<file path="config.mk">
export PLATFORM = sky130hd
export DESIGN_NAME = mprj_wb_bridge
export DESIGN_NICKNAME = d
export VERILOG_FILES = /design/src/rtl/mgmt_wb_pkg.sv /design/src/rtl/wb_timeout_cnt.sv /design/src/rtl/mprj_wb_bridge.sv
export SDC_FILE = /design/constraint.sdc
export NUM_CORES = 1
export LEC_CHECK = 0
export BUFFER_PORTS_ARGS = -buffer_cell sky130_fd_sc_hd__buf_2
export CORE_ASPECT_RATIO = 1.5
export CORE_MARGIN = 5
export CORE_UTILIZATION = 40
export DETAILED_ROUTE_END_ITERATION = 8
export PLACE_DENSITY_LB_ADDON = 0.08
export SYNTH_ARGS = -nofsm -noshare
export SYNTH_HDL_FRONTEND = slang
export SYNTH_SLANG_ARGS = --single-unit
</file>
<file path="constraint.sdc">
create_clock -name core_clk -period 3.2 [get_ports core_clk]
set_clock_uncertainty 0.15 [all_clocks]
set_input_delay 0.32 -clock core_clk [delete_from_list [all_inputs] [get_ports core_clk]]
set_output_delay 0.32 -clock core_clk [all_outputs]
set_load 0.02 [all_outputs]
</file>
<file path="src/rtl/mgmt_wb_pkg.sv">
// Shared definitions for the management-to-user-project wishbone bridge:
// FSM encoding, default timeout read data and timeout counter width.
package mgmt_wb_pkg;

    typedef enum logic [1:0] {
        ST_IDLE = 2'd0,
        ST_BUSY = 2'd1,
        ST_RESP = 2'd2
    } wb_state_e;

    localparam logic [31:0] DEF_TIMEOUT_DATA = 32'hFFFF_FFFF;

    // Wide enough for the largest legal TIMEOUT_CYCLES (65535).
    localparam int CNT_W = $clog2(65536);

endpackage

</file>
<file path="src/rtl/wb_timeout_cnt.sv">
// Free-running timeout counter for one bridged transfer; expire flags the
// last permitted cycle while counting is enabled.
module wb_timeout_cnt
    import mgmt_wb_pkg::*;
#(
    parameter int unsigned LIMIT = 255
) (
    input  logic clk,
    input  logic rst,
    input  logic clear,
    input  logic enable,
    output logic expire
);

    localparam logic [CNT_W-1:0] LAST = CNT_W'(LIMIT - 32'd1);

    logic [CNT_W-1:0] cnt_r;

    // Counter register: clear has priority over counting.
    always_ff @(posedge clk) begin
        if (rst) begin
            cnt_r <= {CNT_W{1'b0}};
        end else if (clear) begin
            cnt_r <= {CNT_W{1'b0}};
        end else if (enable) begin
            cnt_r <= cnt_r + {{(CNT_W-1){1'b0}}, 1'b1};
        end else begin
            cnt_r <= cnt_r;
        end
    end

    assign expire = enable && (cnt_r == LAST);

endmodule

</file>
<file path="src/rtl/mprj_wb_bridge.sv">
// Registered wishbone bridge from the management core to the user project,
// with per-transfer ack timeout and a sticky timeout status.
module mprj_wb_bridge
    import mgmt_wb_pkg::*;
#(
    parameter int unsigned TIMEOUT_CYCLES = 255,
    parameter logic [31:0] TIMEOUT_DATA   = DEF_TIMEOUT_DATA
) (
    input  logic        core_clk,
    input  logic        core_rst,
    input  logic        mprj_cyc_i,
    input  logic        mprj_stb_i,
    input  logic        mprj_we_i,
    input  logic [3:0]  mprj_sel_i,
    input  logic [31:0] mprj_adr_i,
    input  logic [31:0] mprj_dat_i,
    output logic        mprj_ack_o,
    output logic [31:0] mprj_dat_o,
    output logic        wbs_cyc_o,
    output logic        wbs_stb_o,
    output logic        wbs_we_o,
    output logic [3:0]  wbs_sel_o,
    output logic [31:0] wbs_adr_o,
    output logic [31:0] wbs_dat_o,
    input  logic        wbs_ack_i,
    input  logic [31:0] wbs_dat_i,
    input  logic        mprj_wb_iena,
    input  logic        to_clear,
    output logic        to_flag,
    output logic [31:0] to_addr
);

    wb_state_e   state_r;
    logic        ack_gated_s;
    logic [31:0] dat_gated_s;
    logic        accept_s;
    logic        cnt_enable_s;
    logic        cnt_expire_s;
    logic        timeout_evt_s;

    // Response gating, request acceptance and timeout event decode.
    always_comb begin
        ack_gated_s  = wbs_ack_i & mprj_wb_iena;
        dat_gated_s  = mprj_wb_iena ? wbs_dat_i : 32'h0000_0000;
        // Holding off while mprj_ack_o is high keeps the finishing
        // transfer's still-asserted strobe from being taken as a new one.
        accept_s     = (state_r == ST_IDLE) && mprj_cyc_i && mprj_stb_i && !mprj_ack_o;
        cnt_enable_s = (state_r == ST_BUSY);
        timeout_evt_s = (state_r == ST_BUSY) && mprj_cyc_i && !ack_gated_s && cnt_expire_s;
    end

    wb_timeout_cnt #(
        .LIMIT (TIMEOUT_CYCLES)
    ) u_timeout_cnt (
        .clk    (core_clk),
        .rst    (core_rst),
        .clear  (accept_s),
        .enable (cnt_enable_s),
        .expire (cnt_expire_s)
    );

    // Transfer FSM with all bridge outputs registered.
    always_ff @(posedge core_clk) begin
        if (core_rst) begin
            state_r    <= ST_IDLE;
            wbs_cyc_o  <= 1'b0;
            wbs_stb_o  <= 1'b0;
            wbs_we_o   <= 1'b0;
            wbs_sel_o  <= 4'h0;
            wbs_adr_o  <= 32'h0000_0000;
            wbs_dat_o  <= 32'h0000_0000;
            mprj_ack_o <= 1'b0;
            mprj_dat_o <= 32'h0000_0000;
        end else begin
            case (state_r)
                ST_IDLE: begin
                    mprj_ack_o <= 1'b0;
                    if (accept_s) begin
                        wbs_we_o  <= mprj_we_i;
                        wbs_sel_o <= mprj_sel_i;
                        wbs_adr_o <= mprj_adr_i;
                        wbs_dat_o <= mprj_dat_i;
                        wbs_cyc_o <= 1'b1;
                        wbs_stb_o <= 1'b1;
                        state_r   <= ST_BUSY;
                    end else begin
                        state_r   <= ST_IDLE;
                    end
                end
                ST_BUSY: begin
                    if (!mprj_cyc_i) begin
                        wbs_cyc_o  <= 1'b0;
                        wbs_stb_o  <= 1'b0;
                        state_r    <= ST_IDLE;
                    end else if (ack_gated_s) begin
                        wbs_cyc_o  <= 1'b0;
                        wbs_stb_o  <= 1'b0;
                        mprj_dat_o <= dat_gated_s;
                        state_r    <= ST_RESP;
                    end else if (cnt_expire_s) begin
                        wbs_cyc_o  <= 1'b0;
                        wbs_stb_o  <= 1'b0;
                        mprj_dat_o <= TIMEOUT_DATA;
                        state_r    <= ST_RESP;
                    end else begin
                        state_r    <= ST_BUSY;
                    end
                end
                ST_RESP: begin
                    mprj_ack_o <= 1'b1;
                    state_r    <= ST_IDLE;
                end
                default: begin
                    wbs_cyc_o  <= 1'b0;
                    wbs_stb_o  <= 1'b0;
                    mprj_ack_o <= 1'b0;
                    state_r    <= ST_IDLE;
                end
            endcase
        end
    end

    // Sticky timeout status; a coincident new timeout beats to_clear.
    always_ff @(posedge core_clk) begin
        if (core_rst) begin
            to_flag <= 1'b0;
            to_addr <= 32'h0000_0000;
        end else if (timeout_evt_s && (!to_flag || to_clear)) begin
            to_flag <= 1'b1;
            to_addr <= wbs_adr_o;
        end else if (to_clear) begin
            to_flag <= 1'b0;
        end else begin
            to_flag <= to_flag;
        end
    end

endmodule

</file>
==> out/qor_table.md, run 1 <==
| Parameter | Value | Unit |
|---|---|---|
| Worst IR Drop VDD | 0.298 | mV |
| Footprint of the flip-flops and latches | 0.00308 | mm² |
| Path category of the worst min-delay check | in2reg | - |
| Cts bufs inserted | 17 | - |
| Area taken by multi-input logic gates | 0.00233 | mm² |
| Global-route wire length before repair | 27.1 | mm |
| Starting density of the core | 0.405 | - |
| Width of the chip | 107 | µm |
| Count of input and output buffers | 244 | - |
| Netlist Area Pre-Place | 0.00566 | mm² |
| Number of pins with negative max-slew slack in the final report | 0 | - |
| Proportion of synthesized area in mux cells | 0.0565 | - |
| Iter 0 DRT Violations | 162 | - |
| Vert. Die Dim | 156 | µm |
| Adder and majority cell fraction of the synthesized area | 0.00442 | - |
| Post-route standard cell area excluding fillers | 0.00827 | mm² |
| Static Leakage | 3.58 | nW |
| Worst Hold Slack | 0.0131 | ns |
| XOR/XNOR Fraction of Synth Area | 0.0155 | - |
| Final number of setup-violating endpoints | 0 | - |
| Met2 usage | 0.360 | - |
| Reg2reg path depth | 6 | - |
| Required arrival time at the worst endpoint | 3.38 | ns |
| Post-CTS repair timing setup buffer count | 0 | - |
| Register bit total from synthesis | 154 | - |
| Antenna viol nets, final | 0 | - |
| First drt pass iteration count | 5 | - |
| Synth warn | 0 | - |
| Max Cap Violations | 0 | - |
| Max Fclk | 392 | MHz |
| Remaining routing DRC violations | 0 | - |
| Number of stages on the worst hold path | 3 | - |
| Endpoints failing hold | 0 | - |
| Maximum fanout encountered on the critical timing path | 32 | - |
| Most common cell after layout, fill and taps aside | buf_2 | - |
| Share of post-route cells with drive strength above 1 | 0.310 | - |
| Worst Setup Path Type | reg2reg | - |
| Post-synth net total | 735 | - |
| Worst Tran Pin Value | 0.796 | ns |
| Most frequent cells in the layout | 244 x buf_2, 211 x nand2_1, 154 x dfxtp_1, 75 x a21oi_1, 66 x dlygate4sd3_1 | - |
| Site row count | 53 | - |
| Total via count in the routed design | 5417 | - |
| Final critical delay including setup and external delays | 2.55 | ns |
| Via density | 4.82 | - |
| Critical path startpoint category | register | - |
| Share of synthesized flip-flops with an asynchronous set or reset | 0 | - |
| Post-synthesis compound-gate area fraction | 0.143 | - |
| Synth Area in Simple Gates | 0.190 | - |
| Fill cells | 1219 | - |
| Setup crit end kind | register | - |
| Unrepaired setup endpoints after global routing | no | - |
| Synthesized area per cell | 9.06 | µm² |
| Total placed instance area | 0.00700 | mm² |
| Fraction of met1 tracks used by global routing | 0.221 | - |
| Crit share post-route | 0.797 | - |
| Layout overhead on the synthesized area | 46.0 | % |
| Worst max-slew margin expressed relative to the limit | 0.469 | - |
| Die area | 0.0167 | mm² |
| Synth cell types | 38 | - |
| Post-synthesis cell count | 625 | - |
| Antenna diodes | 0 | - |
| Initial antenna violation count | 0 | - |
| Gpl congestion | 0.785 | - |
| Final nets | 1028 | - |
| H-tree levels | 4 | - |
| Latest clock arrival within the worst-skew pair | 0.41 | ns |
| Share of the yosys chip area belonging to registers | 0.544 | - |
| WL per Instance | 15.4 | µm |
| Via count of the first global-routing pass | 5523 | - |
| Global-route usage over all layers | 0.204 | - |
| Detailed-route wire length | 17.3 | mm |
| Clock Tree Root | clkbuf_16 | - |
| Clock sink count | 154 | - |
| Clock transition at the register clock pins on the worst setup and hold paths after CTS | 0.06 | ns |
| Total negative slack | 0 | ns |
| Primary FF master, synth | dfxtp_1 | - |
| Pwr/cell area | 541 | mW/mm² |
| Met3 capacity usage during global routing | 0.0692 | - |
| Number of enable-type register cells in the synthesized netlist | 0 | - |
| Total core area | 0.0140 | mm² |
| Outcome | complete, no violations | - |
| Largest net degree at the start of global routing | 74 | - |
| Worst path arrival time | 2.73 | ns |
| Detailed Place HPWL | 11.6 | mm |
| Buffers from clock root to sink, at most | 2 | - |
| Layer with the highest usage | met2 | - |
| TritonCTS clock tree | done | - |
| I/O pins | 245 | - |
| Main combinational cell family by area after synthesis | simple AND/OR/NAND/NOR gates | - |
| Remaining Overflow, GRT | 0 | - |
## synthesized netlist by cell type (all sizes together), types with 3 or more instances
cell / n / area, µm²
or3: 4 / 25.0
nor4: 3 / 18.8
nand2: 211 / 792
mux2i: 32 / 320
o21ai: 5 / 28.8
inv: 5 / 18.8
xor2: 3 / 26.3
a21oi: 75 / 375
clkbuf: 37 / 139
a211oi: 3 / 22.5
dfxtp: 154 / 3080
buf: 8 / 101
xnor2: 7 / 61.3
nor2: 14 / 52.6
nor3: 4 / 20.0
nand4: 5 / 31.3
o221a: 32 / 360
## metrics by stage
step                      power [W]  instances  setup slack [ns]   util
after floorplan             0.00222        625             0.835      -
after global placement      0.00238       1025             0.719  0.500
after detailed placement    0.00238       1025             0.652  0.500
after CTS                   0.00452       1122             0.631  0.590
after global routing        0.00465       1123             0.508  0.591
final                       0.00448       1123             0.649  0.591
## metal layers
layer / vias up / routed length, µm / share of wire
met3: 31 / 1160 / 0.067
met4: 0 / 497 / 0.029
met5: - / 0 / 0
met2: 184 / 8930 / 0.52
li1: 2700 / - / -
met1: 2502 / 6680 / 0.39
## worst paths after layout
kind,from,endpoint,slack (ns)
setup reg to reg,u_timeout_cnt.cnt_r[1],to_addr[23],0.65
setup / recovery,u_timeout_cnt.cnt_r[1],to_addr[23],0.65
hold reg to reg,wbs_sel_o[0],wbs_sel_o[0],0.30
hold / removal,mprj_adr_i[0],wbs_adr_o[0],0.01
## repair_timing
item,in CTS,in global routing
hold buffers,65,1
resized for setup,0,0
endpoints found under the hold margin,65,1
setup endpoints to repair,0,0
## critical path, cell delays in order, from the launching register on
cell and delay (ns):
dfxtp_1 0.40, ha_1 0.17, or4b_1 0.42, or4_4 0.57
and3b_2 0.28, buf_12 0.24, mux2i_1 0.23
## area by class of cell
| type | instances | area share |
|---|---|---|
| inverters | 5 | 0.00227 |
| well taps | 192 | 0.0290 |
| clock inverters | 12 | 0.0200 |
| repair buffers | 319 | 0.240 |
| multi-input cells | 421 | 0.282 |
| flip-flops and latches | 154 | 0.373 |
| clock buffers | 20 | 0.0540 |
## report_power, final
| group | internal (W) | leakage [nW] | switching, W |
|---|---|---|---|
| combinational | 0.000179 | 2.04 | 0.000226 |
| sequential | 0.00197 | 1.25 | 0.0000325 |
| clock | 0.00126 | 0.288 | 0.000811 |
| total | 0.00341 | 3.58 | 0.00107 |
## flip-flops by register name (all words and copies together) (netlist names)
name and cells:
wbs_stb_o 1, u_timeout_cnt.cnt_r 16, state_r 2, to_flag 1, mprj_ack_o 1, to_addr 32
wbs_adr_o 32, wbs_dat_o 32, mprj_dat_o 32, wbs_sel_o 4, wbs_we_o 1
## cell families after synthesis
group / count (synthesis)
xor gates and xnor gates: 10
buffers and inverters: 50
DFF: 154
muxes: 32
adders and majority gates: 2
and+or+nand+nor: 259
AOI/OAI and AO/OA: 118
Power figures use the tool's default switching activity.
==> run 2, diff against run 1 <==
- ABC_AREA: not set -> 1
- clock period: 3.2 -> 2.19 ns (I/O delays scaled with it)
==> run 2 against run 1 <==
Net effect: global-route usage decreased by 1.3 points; critical endpoint is now wbs_adr_o[8]; utilization increased by 0.43 points; sequential cell count unchanged; largest cell class unchanged; clock power increased by 43%; synthesized area increased by 11%; die area increased by 10%; highest routed layer unchanged; sequential share of layout area decreased by 4.0 points; first-iteration DRC count increased by 79%; worst setup slack got worse by 0.21 ns.
==> out/qor_table.md, run 2 <==
| Parameter | Value | Unit | Delta |
|---|---|---|---|
| Synth warn | 0 | - | unchanged |
| Routed wl met3 | 1.11 | mm | -4.5% |
| Critical path startpoint category | register | - |  |
| Unrepaired setup endpoints after global routing | no | - |  |
| Path category of the worst min-delay check | in2reg | - |  |
| Post-synth net total | 979 | - | +33% |
| Gates resized, CTS repair | 0 | - | unchanged |
| Global-route wire length before repair | 29.1 | mm | +7.4% |
| Required arrival time at the worst endpoint | 2.33 | ns | -1.05 ns |
| Placed insts | 1279 | - | +25% |
| Internal portion of total power | 0.00509 | W | +50% |
| Post-synthesis compound-gate area fraction | 0.130 | - | -0.0130 |
| Maximum fanout encountered on the critical timing path | 71 | - | +120% |
| Cell types occupying the most area after synthesis | dfxtp_1 49%, inv_1 9.3%, nor2_1 8.7% | - |  |
| Clock transition at the register clock pins on the worst setup and hold paths after CTS | 0.06 | ns | about the same |
| Reg2reg path depth | 5 | - | -1 |
| Detailed Place HPWL | 12.2 | mm | +4.9% |
| XOR/XNOR Fraction of Synth Area | 0 | - | -0.0155 |
| Final critical delay including setup and external delays | 1.75 | ns | -0.797 ns |
| Synth Area in Simple Gates | 0.241 | - | +0.0505 |
| Endpoint of the most critical register-to-register path | wbs_adr_o[8] | - |  |
| Final cell utilization of the core | 0.595 | - | +0.00431 |
| Outcome | complete, no violations | - |  |
| FF-to-FF setup slack | 0.44 | ns | -0.21 ns |
| Iter 0 DRT Violations | 290 | - | +79% |
| Met1 wire length | 7.65 | mm | +14% |
| Proportion of synthesized area in mux cells | 0 | - | -0.0565 |
| WL per Instance | 12.8 | µm | -17% |
| Buffers from clock root to sink, at most | 2 | - | unchanged |
| Layout overhead on the synthesized area | 47.5 | % |  |
| Adder and majority cell fraction of the synthesized area | 0.00399 | - | -0.000432 |
| Total via count in the routed design | 6216 | - | +15% |
| Total negative slack | 0 | ns | unchanged |
| Total core area | 0.0156 | mm² | +11% |
| Cell type with the largest total area after synthesis | dfxtp_1 | - |  |
| Sequential share of power | 0.444 | - | -0.003 |
| Post-synthesis cell count | 869 | - | +39% |
| Starting density of the core | 0.404 | - | -0.00118 |
| Share of post-route cells with drive strength above 1 | 0.252 | - | -0.0579 |
| Count of input and output buffers | 244 | - | unchanged |
| Most common cell after layout, fill and taps aside | buf_2 | - |  |
| CP cell instances | nor3_1 > nand3_4 > buf_12 > o21ai_0 > a21oi_1 | - |  |
| Clock sink count | 154 | - | unchanged |
| Final number of setup-violating endpoints | 0 | - | unchanged |
| Worst R2R Start | state_r[1] | - |  |
| I/O pins | 245 | - | unchanged |
| Number of enable-type register cells in the synthesized netlist | 0 | - | unchanged |
| Static Leakage | 4.90 | nW | +37% |
| Initial antenna violation count | 0 | - | unchanged |
| Most frequent cells in the layout | 244 x buf_2, 154 x inv_1, 154 x dfxtp_1, 145 x nor2_1, 132 x nand2_1 | - |  |
| Remaining routing DRC violations | 0 | - | unchanged |
| Endpoints failing hold | 0 | - | unchanged |
| Max Fclk | 570 | MHz | +45% |
| Antenna diodes | 0 | - | unchanged |
| Remaining Overflow, GRT | 0 | - | unchanged |
| Power share of the clock group | 0.443 | - | -0.020 |
| First drt pass iteration count | 4 | - | -1 |
| Synthesized area per cell | 7.22 | µm² | -20% |
| Latest clock arrival within the worst-skew pair | 0.41 | ns | about the same |
| Combined buffer and inverter count along the critical path | 1 | - | unchanged |
| Cell family contributing the most delay on the critical path | simple AND/OR/NAND/NOR gates | - |  |
| Met2 routed WL | 8.92 | mm | -0.17% |
| Fraction of post-synthesis cell area in the top cell type by area | 0.491 | - | -0.0533 |
| Worst Setup Path Type | reg2reg | - |  |
| Via count of the first global-routing pass | 6029 | - | +9.2% |
| Most instantiated library cell after synthesis | inv_1 | - |  |
| Worst max-slew margin expressed relative to the limit | 0.579 | - | +0.110 |
| Setup crit end kind | register | - |  |
| Switching power share of the total | 0.237 | - | -0.00196 |
| Highest metal used | met4 | - |  |
| Die area | 0.0184 | mm² | +10% |
| Cell depth of the worst setup path | 5 | - | -1 |
| Delay of the slowest cell on the worst path | 0.34 | ns | -0.23 ns |
| Max Cap Violations | 0 | - | unchanged |
| Worst path arrival time | 1.90 | ns | -0.83 ns |
| Largest net degree at the start of global routing | 72 | - | -2.7% |
| Vert. Die Dim | 163 | µm | +4.9% |
| Cts bufs inserted | 17 | - | unchanged |
| Netlist Area Pre-Place | 0.00628 | mm² | +11% |
| Gpl congestion | 0.807 | - | +2.7% |
| Pwr/cell area | 721 | mW/mm² | +33% |
| Global-route usage over all layers | 0.192 | - | -0.0125 |
| Share of synthesized flip-flops with an asynchronous set or reset | 0 | - | unchanged |
| Detailed-route wire length | 18.0 | mm | +4.3% |
| Sw power | 0.00158 | W | +48% |
| Top cells by instance count after synthesis | 155 x inv_1, 154 x dfxtp_1, 145 x nor2_1, 132 x nand2_1, 87 x a21oi_1 | - |  |
| Synth cell types | 26 | - | -32% |
| H-tree levels | 4 | - | unchanged |
| Cell Count, Final, Fillers Out | 1411 | - | +26% |
| Final critical-path setup slack | 0.436 | ns | -0.213 ns |
| Final nets | 1306 | - | +27% |
| Share of the yosys chip area belonging to registers | 0.491 | - | -0.0533 |
| Crit share post-route | 0.801 | - | +0.00358 |
| Primary FF master, synth | dfxtp_1 | - |  |
| Width of the chip | 112 | µm | +4.8% |
| Timing startpoint of the critical path | state_r[1] | - |  |
| Via density | 4.41 | - | -8.7% |
| Setup slack after placement | 0.440 | ns | -0.212 ns |
| Number of pins with negative max-slew slack in the final report | 0 | - | unchanged |
| Worst Tran Pin Value | 0.632 | ns | -0.164 ns |
| Register bit total from synthesis | 154 | - | unchanged |
| CP Capture Point | wbs_adr_o[8] | - |  |
| Proportion of power drawn by combinational gates | 0.112 | - | +0.021 |
| Antenna viol nets, final | 0 | - | unchanged |
| Clock Tree Root | clkbuf_16 | - |  |
| Main combinational cell family by area after synthesis | simple AND/OR/NAND/NOR gates | - |  |
| Site row count | 56 | - | +5.7% |
| Slowest cell on the critical path | dfxtp_1 | - |  |
| Worst IR Drop VDD | 0.459 | mV | +54% |
| TritonCTS clock tree | done | - |  |
-- run 2: area by class of cell --
type | instances | area [µm²]
fill | 1445 | 6290
sequential | 154 | 3080
multi-input combinational | 509 | 2370
timing repair buffer | 356 | 2360
inverter | 158 | 593
clock buffer | 20 | 457
tap | 203 | 254
clock inverter | 11 | 144
-- run 2: worst min path at each step --
stage	slack (ns)	start	cells after the start	endpoint
2_1_floorplan	0.26	mprj_dat_i[27]	2	wbs_dat_o[27]
3_3_place_gp	0.28	wbs_dat_o[29]	2	wbs_dat_o[29]
3_5_place_dp	0.28	wbs_dat_o[28]	2	wbs_dat_o[28]
4_1_cts	0.008	to_clear	4	to_flag
5_1_grt	0.03	to_clear	4	to_flag
6_report	0.02	to_clear	4	to_flag
-- run 2: logic make-up after synthesis --
kind of cell,after synthesis
AO/OA/AOI/OAI,163
adder cells (fa/ha/maj),2
buffers and inverters,206
flip-flops,154
AND/OR/NAND/NOR,344
-- run 2: metal layers --
metal	vias up	track usage
met4	0	0.0612
li1	3302	-
met5	-	0
met2	177	0.332
met3	26	0.0552
met1	2711	0.228
-- run 2: worst reg2reg max path, cell delays in order (launching register included) --
cell     delay, ns
dfxtp_1       0.34
nor3_1        0.34
nand3_4       0.25
buf_12        0.26
o21ai_0       0.23
a21oi_1       0.07
-- run 2: stage by stage --
step	instance area [µm²]	power (W)	hold WS, ns
floorplan	6280	0.00337	0.260
finish	9260	0.00667	0.0244
detailed placement	7650	0.00363	0.282
global route	9260	0.00697	0.0273
global placement	7650	0.00363	0.279
CTS	9260	0.00677	0.00767
-- run 2: power groups by stage --
stage	combinational, W	sequential [W]	clock, W
final	0.000749	0.00297	0.00296
after global routing	0.000824	0.00298	0.00317
after CTS	0.000753	0.00297	0.00305
after detailed placement	0.000607	0.00303	0
after global placement	0.000604	0.00302	0
after floorplan	0.000226	0.00314	0
-- run 2: timing repair --
| item | 4_1_cts | 5_1_grt |
|---|---|---|
| setup endpoints to repair | 0 | 0 |
| hold endpoints to repair | 101 | 0 |
| hold buffers | 101 | 0 |
| buffers inserted | 0 | 0 |
==> run 3, diff against run 2 <==
- clock period: 2.19 -> 1.84 ns (I/O delays scaled with it)
==> run 3 against run 2 <==
Net effect: clock power rose by 14%; critical path depth fell by 1; critical path type unchanged; die area did not move; non-clock buffer count rose by 5.
==> out/qor_table.md, run 3 (synthesis gave the netlist of run 2 again) <==
| Parameter | Value | Unit | Delta |
|---|---|---|---|
| Antenna diodes | 0 | - | unchanged |
| Cts bufs inserted | 17 | - | unchanged |
| Gpl congestion | 0.841 | - | +4.3% |
| Initial antenna violation count | 0 | - | unchanged |
| Final number of setup-violating endpoints | 0 | - | unchanged |
| Static Leakage | 4.91 | nW | +0.27% |
| I/O pins | 245 | - | unchanged |
| Worst Hold Slack | 0.110 | ns | +0.0861 ns |
| Fill cells | 1468 | - | +1.6% |
| Post-CTS repair timing setup buffer count | 0 | - | unchanged |
| Via density | 4.44 | - | +0.69% |
| Most frequent cells in the layout | 244 x buf_2, 154 x inv_1, 154 x dfxtp_1, 145 x nor2_1, 131 x nand2_1 | - |  |
| Reg2reg path depth | 4 | - | -1 |
| Worst Tran Pin Value | 0.407 | ns | -0.225 ns |
| Antenna viol nets, final | 0 | - | unchanged |
| Cell Count, Final, Fillers Out | 1416 | - | +0.35% |
| Endpoints failing hold | 0 | - | unchanged |
| Layout overhead on the synthesized area | 48.5 | % |  |
| Total negative slack | 0 | ns | unchanged |
| Delay of the slowest cell on the worst path | 0.59 | ns | +0.25 ns |
| Worst Setup Path Type | reg2reg | - |  |
| Total via count in the routed design | 6281 | - | +1.0% |
| Worst max-slew margin expressed relative to the limit | 0.729 | - | +0.150 |
| CP cell instances | nor3_2 > nand3_4 > dlygate4sd3_1 > a21oi_1 | - |  |
| Share of post-route cells with drive strength above 1 | 0.256 | - | +0.00308 |
| Area taken by multi-input logic gates | 0.00237 | mm² | +0.32% |
| H-tree levels | 4 | - | unchanged |
| Setup crit end kind | register | - |  |
| Maximum fanout encountered on the critical timing path | 6 | - | -92% |
| Detailed-route wire length | 18.1 | mm | +0.74% |
| Critical path startpoint category | register | - |  |
| Number of stages on the worst hold path | 5 | - | +1 |
| Worst IR Drop VDD | 0.455 | mV | -1.0% |
| Number of pins with negative max-slew slack in the final report | 0 | - | unchanged |
| FF-to-FF setup slack | 0.16 | ns | -0.27 ns |
| WL per Instance | 12.8 | µm | +0.38% |
| Max Cap Violations | 0 | - | unchanged |
| Outcome | complete, no violations | - |  |
| Clock Tree Root | clkbuf_16 | - |  |
| Iter 0 DRT Violations | 309 | - | +6.6% |
| Most common cell after layout, fill and taps aside | buf_2 | - |  |
| Max Fclk | 596 | MHz | +4.6% |
| Final nets | 1311 | - | +0.38% |
| Largest net degree at the start of global routing | 72 | - | unchanged |
| First drt pass iteration count | 5 | - | +1 |
| Crit share post-route | 0.911 | - | +0.110 |
| Via count of the first global-routing pass | 6266 | - | +3.9% |
| Die area | 0.0184 | mm² | unchanged |
| Total core area | 0.0156 | mm² | unchanged |
| TritonCTS clock tree | done | - |  |
| Setup slack after placement | 0.179 | ns | -0.261 ns |
| Global-route usage over all layers | 0.199 | - | +0.00718 |
| Remaining routing DRC violations | 0 | - | unchanged |
| Width of the chip | 112 | µm | unchanged |
| Slowest cell on the critical path | dlygate4sd3_1 | - |  |
| Site row count | 56 | - | unchanged |
| Detailed Place HPWL | 12.0 | mm | -1.3% |
| Count of input and output buffers | 244 | - | unchanged |
| Latest clock arrival within the worst-skew pair | 0.41 | ns | about the same |
| Vert. Die Dim | 163 | µm | unchanged |
| Worst path arrival time | 1.87 | ns | -0.03 ns |
| Final critical delay including setup and external delays | 1.68 | ns | -0.0771 ns |
| Buffers from clock root to sink, at most | 2 | - | unchanged |
| Pwr/cell area | 837 | mW/mm² | +16% |
| Clock sink count | 154 | - | unchanged |
| Path category of the worst min-delay check | in2reg | - |  |
| Required arrival time at the worst endpoint | 2.03 | ns | -0.30 ns |
| Unrepaired setup endpoints after global routing | no | - |  |
| Footprint of the flip-flops and latches | 0.00308 | mm² | unchanged |
| Final critical-path setup slack | 0.164 | ns | -0.273 ns |
| Placed insts | 1281 | - | +0.16% |
| Starting density of the core | 0.404 | - | unchanged |
| Global-route wire length before repair | 30.1 | mm | +3.5% |
| Remaining Overflow, GRT | 0 | - | unchanged |
| Clock transition at the register clock pins on the worst setup and hold paths after CTS | 0.06 | ns | about the same |
==> run 3: cell count changes in the layout (fill, tap and decap cells not counted), sizes merged <==
cell	previous run	this run
buf	255	257
bufinv	3	1
clkbuf	20	18
clkinv	6	3
clkinvlp	1	4
dlygate4sd3	101	104
inv	159	163
==> run 3: path summary, 6_finish.rpt <==
check                      from            end
hold reg to reg   wbs_dat_o[10]  wbs_dat_o[10]
hold / removal       mprj_cyc_i        to_flag
setup reg to reg     mprj_ack_o     state_r[0]
setup / recovery     mprj_ack_o     state_r[0]
==> run 3: area by class of cell <==
type                       count  share of cell area
clock buffer                  18              0.0471
clock inverter                13              0.0145
inverter                     158              0.0636
multi-input combinational    509               0.255
sequential                   154               0.331
tap                          203              0.0272
timing repair buffer         361               0.262
==> run 3: timing repair <==
item / in CTS / in global routing
hold buffers: 104 / 0
gates resized for setup: 0 / 2
hold endpoints to repair: 103 / 0
endpoints found under the setup margin: 0 / 3
==> run 3: per-stage QoR <==
step / cell area [µm²] / util / power (W)
CTS: 9320 / 0.599 / 0.00792
global placement: 7700 / 0.495 / 0.00433
global route: 9330 / 0.600 / 0.00815
finish: 9330 / 0.600 / 0.00781
floorplan: 6280 / - / 0.00401
detailed placement: 7700 / 0.495 / 0.00433
==> run 3: worst max-delay path, delay by kind of cell (launching register included) <==
family | cells | cell delay (ns)
AND/OR/NAND/NOR | 2 | 0.39
buffers and inverters | 1 | 0.59
AO/OA/AOI/OAI | 1 | 0.15
flip-flops | 1 | 0.33
==> run 3: where the power goes <==
group          internal (W)  switching [W]  leakage [nW]
clock               0.00193        0.00145         0.269
sequential          0.00346      0.0000707          1.25
combinational      0.000420       0.000487          3.39
total               0.00580        0.00201          4.91
==> run 3: routing by layer <==
metal | wire length [µm] | up-vias | global-route usage
met1 | 7570 | 2727 | 0.227
met5 | 0 | - | 0
met4 | 575 | 0 | 0.0924
li1 | - | 3323 | -
met2 | 8880 | 199 | 0.342
met3 | 1130 | 32 | 0.0552
